### config.mk
export PLATFORM = sky130hd
export DESIGN_NAME = cdm16_seq_ctrl_flat
export DESIGN_NICKNAME = d
export VERILOG_FILES = /design/src/rtl/cdm16_seq_ctrl_if.sv /design/src/rtl/cdm16_seq_ctrl.sv /design/src/flat_wrapper.sv
export SDC_FILE = /design/constraint.sdc
export NUM_CORES = 1
export LEC_CHECK = 0
export CORE_ASPECT_RATIO = 1.2
export CORE_UTILIZATION = 40
export CTS_CLUSTER_DIAMETER = 60
export DETAILED_ROUTE_END_ITERATION = 10
export PLACE_DENSITY = 0.7
export SLEW_MARGIN = 20
export SYNTH_ARGS = -nofsm -noshare
export SYNTH_HDL_FRONTEND = slang
export SYNTH_SLANG_ARGS = --single-unit
export TNS_END_PERCENT = 50
### constraint.sdc
create_clock -name clk -period 6.8 [get_ports clk]
set_input_delay 0.68 -clock clk [delete_from_list [all_inputs] [get_ports clk]]
set_output_delay 0.68 -clock clk [all_outputs]
set_load 0.02 [all_outputs]
### src/rtl/cdm16_seq_ctrl_if.sv
// rtl/cdm16_seq_ctrl_if.sv - operand/result handshake bundle for the sequenced carry-disregard multiplier
interface cdm16_seq_ctrl_if;
    logic        in_valid;
    logic        in_ready;
    logic [15:0] A;
    logic [15:0] B;
    logic        out_valid;
    logic        out_ready;
    logic [31:0] R;
    logic        busy;

    modport master (
        output in_valid, A, B, out_ready,
        input  in_ready, out_valid, R, busy
    );

    modport slave (
        input  in_valid, A, B, out_ready,
        output in_ready, out_valid, R, busy
    );
endinterface

### src/rtl/cdm16_seq_ctrl.sv
// rtl/cdm16_seq_ctrl.sv - 16x16 multiplier sharing one 8x8 unit over four steps, byte lanes without inter-lane carry
// CDM_SEQ_EXACT_CARRY_EN selects full carry propagation between lanes (exact product).
module cdm16_seq_ctrl (
    input  logic              clk,
    input  logic              rst,
    cdm16_seq_ctrl_if.slave   bus
);

    typedef enum logic [1:0] {
        S_IDLE = 2'd0,
        S_MUL  = 2'd1,
        S_DONE = 2'd2
    } state_t;

    state_t           state_q, state_d;
    logic [1:0]       step_q, step_d;
    logic [15:0]      a_q, b_q;
    logic [3:0][7:0]  lane_q, lane_d;

    logic             accept;
    logic [7:0]       mul_x, mul_y;
    logic [15:0]      pp;
    logic [1:0]       base_lane;

    assign accept = bus.in_valid && (state_q == S_IDLE);

    always_ff @(posedge clk or posedge rst) begin
        if (rst) begin
            state_q <= S_IDLE;
        end else begin
            state_q <= state_d;
        end
    end

    always_comb begin
        state_d = state_q;
        step_d  = step_q;
        case (state_q)
            S_IDLE: begin
                if (bus.in_valid) begin
                    state_d = S_MUL;
                    step_d  = 2'd0;
                end
            end
            S_MUL: begin
                step_d = step_q + 2'd1;
                if (step_q == 2'd3) begin
                    state_d = S_DONE;
                end
            end
            S_DONE: begin
                if (bus.out_ready) begin
                    state_d = S_IDLE;
                end
            end
            default: begin
                state_d = S_IDLE;
                step_d  = 2'd0;
            end
        endcase
    end

    always_comb begin
        bus.in_ready  = (state_q == S_IDLE);
        bus.out_valid = (state_q == S_DONE);
        bus.busy      = (state_q == S_MUL) || (state_q == S_DONE);
        bus.R         = lane_q;
    end

    // step[0] picks the A byte, step[1] the B byte: LL, HL, LH, HH
    always_comb begin
        mul_x = step_q[0] ? a_q[15:8] : a_q[7:0];
        mul_y = step_q[1] ? b_q[15:8] : b_q[7:0];
        pp    = {8'd0, mul_x} * {8'd0, mul_y};
    end

    always_comb begin
        case (step_q)
            2'd0:    base_lane = 2'd0;
            2'd1:    base_lane = 2'd1;
            2'd2:    base_lane = 2'd1;
            default: base_lane = 2'd2;
        endcase
    end

`ifdef CDM_SEQ_EXACT_CARRY_EN
    logic [31:0] acc_sum;

    always_comb begin
        acc_sum = lane_q + ({16'd0, pp} << {base_lane, 3'b000});
        lane_d  = acc_sum;
    end
`else
    // Each lane wraps mod 256; carries out of a lane are dropped.
    always_comb begin
        lane_d                    = lane_q;
        lane_d[base_lane]         = lane_q[base_lane] + pp[7:0];
        lane_d[base_lane + 2'd1]  = lane_q[base_lane + 2'd1] + pp[15:8];
    end
`endif

    always_ff @(posedge clk or posedge rst) begin
        if (rst) begin
            step_q <= 2'd0;
            a_q    <= 16'd0;
            b_q    <= 16'd0;
            lane_q <= '0;
        end else begin
            step_q <= step_d;
            if (accept) begin
                a_q    <= bus.A;
                b_q    <= bus.B;
                lane_q <= '0;
            end else if (state_q == S_MUL) begin
                lane_q <= lane_d;
            end
        end
    end

endmodule

### src/flat_wrapper.sv
// flat-port wrapper written by rule: the top's interface ports become plain ports
module cdm16_seq_ctrl_flat 
  (clk, rst, bus_in_valid, bus_A, bus_B, bus_out_ready, bus_in_ready, bus_out_valid, bus_R, bus_busy);
  cdm16_seq_ctrl_if bus_i ();
  input  logic clk;
  input  logic rst;
  input wire logic [$bits(bus_i.in_valid)-1:0] bus_in_valid;
  input wire logic [$bits(bus_i.A)-1:0] bus_A;
  input wire logic [$bits(bus_i.B)-1:0] bus_B;
  input wire logic [$bits(bus_i.out_ready)-1:0] bus_out_ready;
  output wire logic [$bits(bus_i.in_ready)-1:0] bus_in_ready;
  output wire logic [$bits(bus_i.out_valid)-1:0] bus_out_valid;
  output wire logic [$bits(bus_i.R)-1:0] bus_R;
  output wire logic [$bits(bus_i.busy)-1:0] bus_busy;
  assign bus_i.in_valid = bus_in_valid;
  assign bus_i.A = bus_A;
  assign bus_i.B = bus_B;
  assign bus_i.out_ready = bus_out_ready;
  assign bus_in_ready = bus_i.in_ready;
  assign bus_out_valid = bus_i.out_valid;
  assign bus_R = bus_i.R;
  assign bus_busy = bus_i.busy;
  cdm16_seq_ctrl u_core (.clk(clk), .rst(rst), .bus(bus_i));
endmodule
* After elaboration in Yosys (flattened, before gate mapping)
Cells that the tools add are included.
Word-level totals: output and inout port bits 35, register bits after elaboration 68, word-level logic and storage cells 57, bits of input ports 36
Cells by class: reductions and logical operators 10, multipliers 1, muxes and demuxes 21, add/sub/neg operators 4, bitwise gates (word level) 1, order comparisons 4, equality and inequality tests 8
Operators with widths (count):
- $bwmux W32 | 2
- $mux W32 | 2
- $mux W8 | 6
- $bmux W8 S2 | 2
- $demux W8 S2 | 2
- $add A8 B8 Y8 | 2
- $mul A8 B8 Y16 | 1
- $pmux W2 S3 | 2
- $mux W2 | 4
- $eq A2 B2 Y1 const B | 3
- $lt A2 B3 Y1 const B | 2
- $add A2 B1 Y2 const B | 2
- $eq A2 B1 Y1 const B | 2
- $ge A2 B1 Y1 const B | 2
- $logic_not A2 Y1 | 2
- $ne A2 B2 Y1 const B | 2
- $pmux W2 S2 | 1
- $logic_and A1 B1 Y1 | 3
- $reduce_and A3 Y1 | 1
- $ne A2 B1 Y1 const B | 1
- $reduce_and A2 Y1 | 1
- $reduce_bool A2 Y1 | 1
- $reduce_or A2 Y1 | 1
- $logic_or A1 B1 Y1 | 1
- $not A1 Y1 | 1

* Longest topological paths before layout
word-level depth 11, depth in mapped cells 26, gate-level depth less buffers 25

* Least setup slack after synthesis
Ideal clock, no wire load.
kind register -> register, from reg u_core.step_q[0], to reg u_core.lane_q, in the netlist u_core.bus.R[31], stages on the path, launching flop included 26, period minus slack after synthesis 6.211 ns, setup time 0.137 ns, required time 6.663 ns, slack 0.589 ns, path buffers 1, arrival 6.074 ns, cells stage by stage dfrtp_1 -> clkbuf_1 -> mux2i_1 -> or2_2 -> fa_1 -> fa_1 -> inv_1 -> fa_1 -> inv_1 -> fa_1 -> inv_1 -> ha_1 -> o211a_1 -> o21a_1 -> nor2b_1 -> o21ai_0 -> a21oi_1 -> xnor2_1 -> ha_1 -> a21oi_1 -> nor2_1 -> o41a_1 -> o21a_1 -> nor4_1 -> nand2b_1 -> a21oi_1
Between the ends: cells in the longest elaborated chain, start to end 11, elaborated cells on any way between the ends 28, classes of those cells add/sub (3); mul (1); order compare (4); eq/ne (2); mux (14); reduce/logical (4)
RTL lines:
- start: declaration | RTL line cdm16_seq_ctrl.sv:16 | logic [1:0] step_q, step_d;
- start signal: assignment | RTL line cdm16_seq_ctrl.sv:109 | step_q <= step_d;
- branches (longest 8 deep; another with $mul A8 B8 Y16)
- $bwmux W32 (*) | RTL line cdm16_seq_ctrl.sv:98 | lane_d[base_lane + 2'd1] = lane_q[base_lane + 2'd1] + pp[15:8];
- $mux W32 (*) | RTL line cdm16_seq_ctrl.sv:114 | end else if (state_q == S_MUL) begin
- $mux W32 (*) | RTL line cdm16_seq_ctrl.sv:110 | if (accept) begin
- end signal: assignment | RTL line cdm16_seq_ctrl.sv:115 | lane_q <= lane_d;
- end: declaration | RTL line cdm16_seq_ctrl.sv:18 | logic [3:0][7:0] lane_q, lane_d;
Every way passes the cells marked *. The select of a mux whose other input is x is not followed. A chain may end at the register's enable or synchronous reset.

* Final worst setup path
Ends and elaborated chain as after synthesis.

==> impl_results.md <==
- Clock root buffer: clkbuf_16
- CTS buffer count: 9
- Netlist cell types: 45
- Total GRT Usage: 20.2%
- Initial antenna violation count: 0
- Number of clock sinks: 68
- Hold_buf cts: 0
- Layout Nets: 869
- Synth top area share: 28.2%
- Worst reg2reg path depth: 26
- Antenna fix cells: 0
- Hold Path Origin: u_core.a_q[8]
- IO Count: 71
- CP endpoint kind: flop
- Buf+Inv Stages, Crit Path: 5
- Synth Flop Type: dfrtp_1
- Post-Syn Instances: 669
- Leading cell types by count after synthesis: 118 x nand2_1, 73 x nor2_1, 68 x dfrtp_1, 68 x inv_1, 57 x ha_1
- Final Util: 50.2%
- # DRC: 0
- Max Cap Viol: 0
- H-tree levels: 3
- Post-DP HPWL: 11.3 mm
- Mapped Nets: 800
- Layout fillers: 1367
- CP Launch Point: u_core.step_q[0]
- Dpl ws: 262 ps
- DR iter-0 viols: 332
- Layout cell share with drive strength beyond 1: 10.1%
- DIE WIDTH: 114 um
- Setup TNS: 0 ps
- Count leader, synth: nand2_1
- Status: complete, no violations
- Final setup fails: 0
- Max Clk Rate: 158 MHz
- Cell area after synthesis: 6040 um^2
- Crit path time final: 6330 ps
- Hold Path Sink: u_core.a_q[8]
- Die height: 137 um
- Crit path required time: 7010 ps
- Setup WS post-layout: 471 ps
- Yosys top cell by area: dfrtp_1
- Core Area: 14600 um^2
- First-pass GRT wire length: 24.5 mm
- Class of the worst hold path: flop to flop
- RR Endpoint: u_core.bus.R[31]
- Hold depth: 2
- Critical Path Most Common Cell: fa_1
- Die area: 15600 um^2
- CTS tree: done
- Yosys warning count: 0
- Vias/cell: 5.23
- Vias in the first global route: 4835
- Area grow syn2layout: 21.4%
- Slew HR: 35.7%
- IO buf count: 70
- Mean Syn Cell Area: 9.03 um^2
- Slowest cell on the critical path: fa_1
- Crit-path max FO: 8
- Longest Clk Path Bufs: 2
- Post-synthesis sequential area ratio: 28.2%
- Slew @ Worst Pin: 960 ps
- First-pass DRT Iterations: 4
- EDFF count, synth: 0
- Largest cells by area after synthesis: dfrtp_1 28%, fa_1 13%, ha_1 12%, nand2_1 7.3%, mux4_2 6.0%
- Design area: 7330 um^2
- R2R setup slack: 470 ps
- DP Area: 6980 um^2
- Clk_skew: 8.74 ps
- Max incr delay on CP: 540 ps
- Largest net degree at the start of global routing: 69
- Final Cycle Share: 93.1%
- Post-DR wirelength/cell: 15.7 um
- Gr ovfl total: 0
- Site Rows: 48
- CP Launch Type: flop
- Skew-Pair Late Insertion Delay: 340 ps
- Remaining antenna violation count: 0
- Critical Path AT: 6540 ps
- Clock transition at path regs: 60 ps
- Crit Path Class: flop to flop
- Reg-to-Reg Start: u_core.step_q[0]
- Asr flop ratio synth: 100%
- #FFs+latches synth: 68
- Initial Utilization: 41.4%
- Total number of vias: 4930
- RSZ-0062 raised after global routing: false
- Max-slew violation count: 0
- Routability cong.: 0.871
- Worst path top cell family by delay: adder cells
- Final wirelength: 14.8 mm
- Fin. Hold Viols: 0
-- cell families after synthesis --
family / after synthesis / share of synthesized area [%]
adders and majority gates: 95 / 24.4
xor gates and xnor gates: 24 / 3.71
buffers and inverters: 93 / 5.97
AOI/OAI and AO/OA: 111 / 11.1
muxes: 39 / 9.80
and+or+nand+nor: 239 / 16.9
DFF: 68 / 28.2
-- tightest hold or removal path: stages (launching register included) --
cell and delay (ps):
dfrtp_1 340, nand2_1 50, nand2_1 50
-- area by class of cell --
type / count / area [um^2] / share of cell area, %
multi-input cells: 508 / 4020 / 54.8
flip-flops and latches: 68 / 1700 / 23.2
repair buffers: 83 / 798 / 10.9
inverters: 68 / 255 / 3.48
well taps: 200 / 250 / 3.41
clock buffers: 10 / 239 / 3.26
clock inverters: 6 / 63.8 / 0.870
-- stage by stage --
stage	cells	hold slack, ps
finish	943	476
global placement	927	460
floorplan	669	445
CTS	943	477
detailed placement	927	462
global route	943	494
-- worst max path at each step --
stage,to,depth (start not counted)
finish,u_core.bus.R[31],26
global route,u_core.bus.R[31],21
CTS,u_core.bus.R[31],21
detailed placement,u_core.bus.R[31],24
global placement,u_core.bus.R[31],24
floorplan,u_core.bus.R[31],25
-- metal layers --
metal  track usage, %  routed length, um
met5                0                  0
met4             6.85                296
met3             3.19                778
met2             32.6               7280
met1             27.7               6440
-- cell usage in the layout (no fill, tap or decap), types with 6 or more instances in the layout --
cell type and instances:
xor2_1 6, inv_1 67, clkbuf_16 9, nor2_1 73, nor3_1 8, mux2i_1 13
ha_1 57, or2_2 15, o21ai_0 23, dfrtp_1 66, mux2i_2 8, mux4_2 16
a221oi_1 6, nand2_1 118, buf_4 13, o22ai_1 6, a21oi_1 41, a211oi_1 7
fa_1 38, clkdlybuf4s50_1 70, xnor2_1 17
-- state kept, by name, indices dropped and copies added (netlist names) --
register        flops
u_core.a_q         16
u_core.b_q         16
u_core.bus.R       32
u_core.state_q      2
u_core.step_q       2
-- timing repair --
item,CTS,global route
gates resized for setup,0,12
endpoints found under the setup margin,0,8
setup buffers,0,0
Power is not shown: default switching activity piles up to over one toggle a cycle in this logic, so the estimate is an artifact.
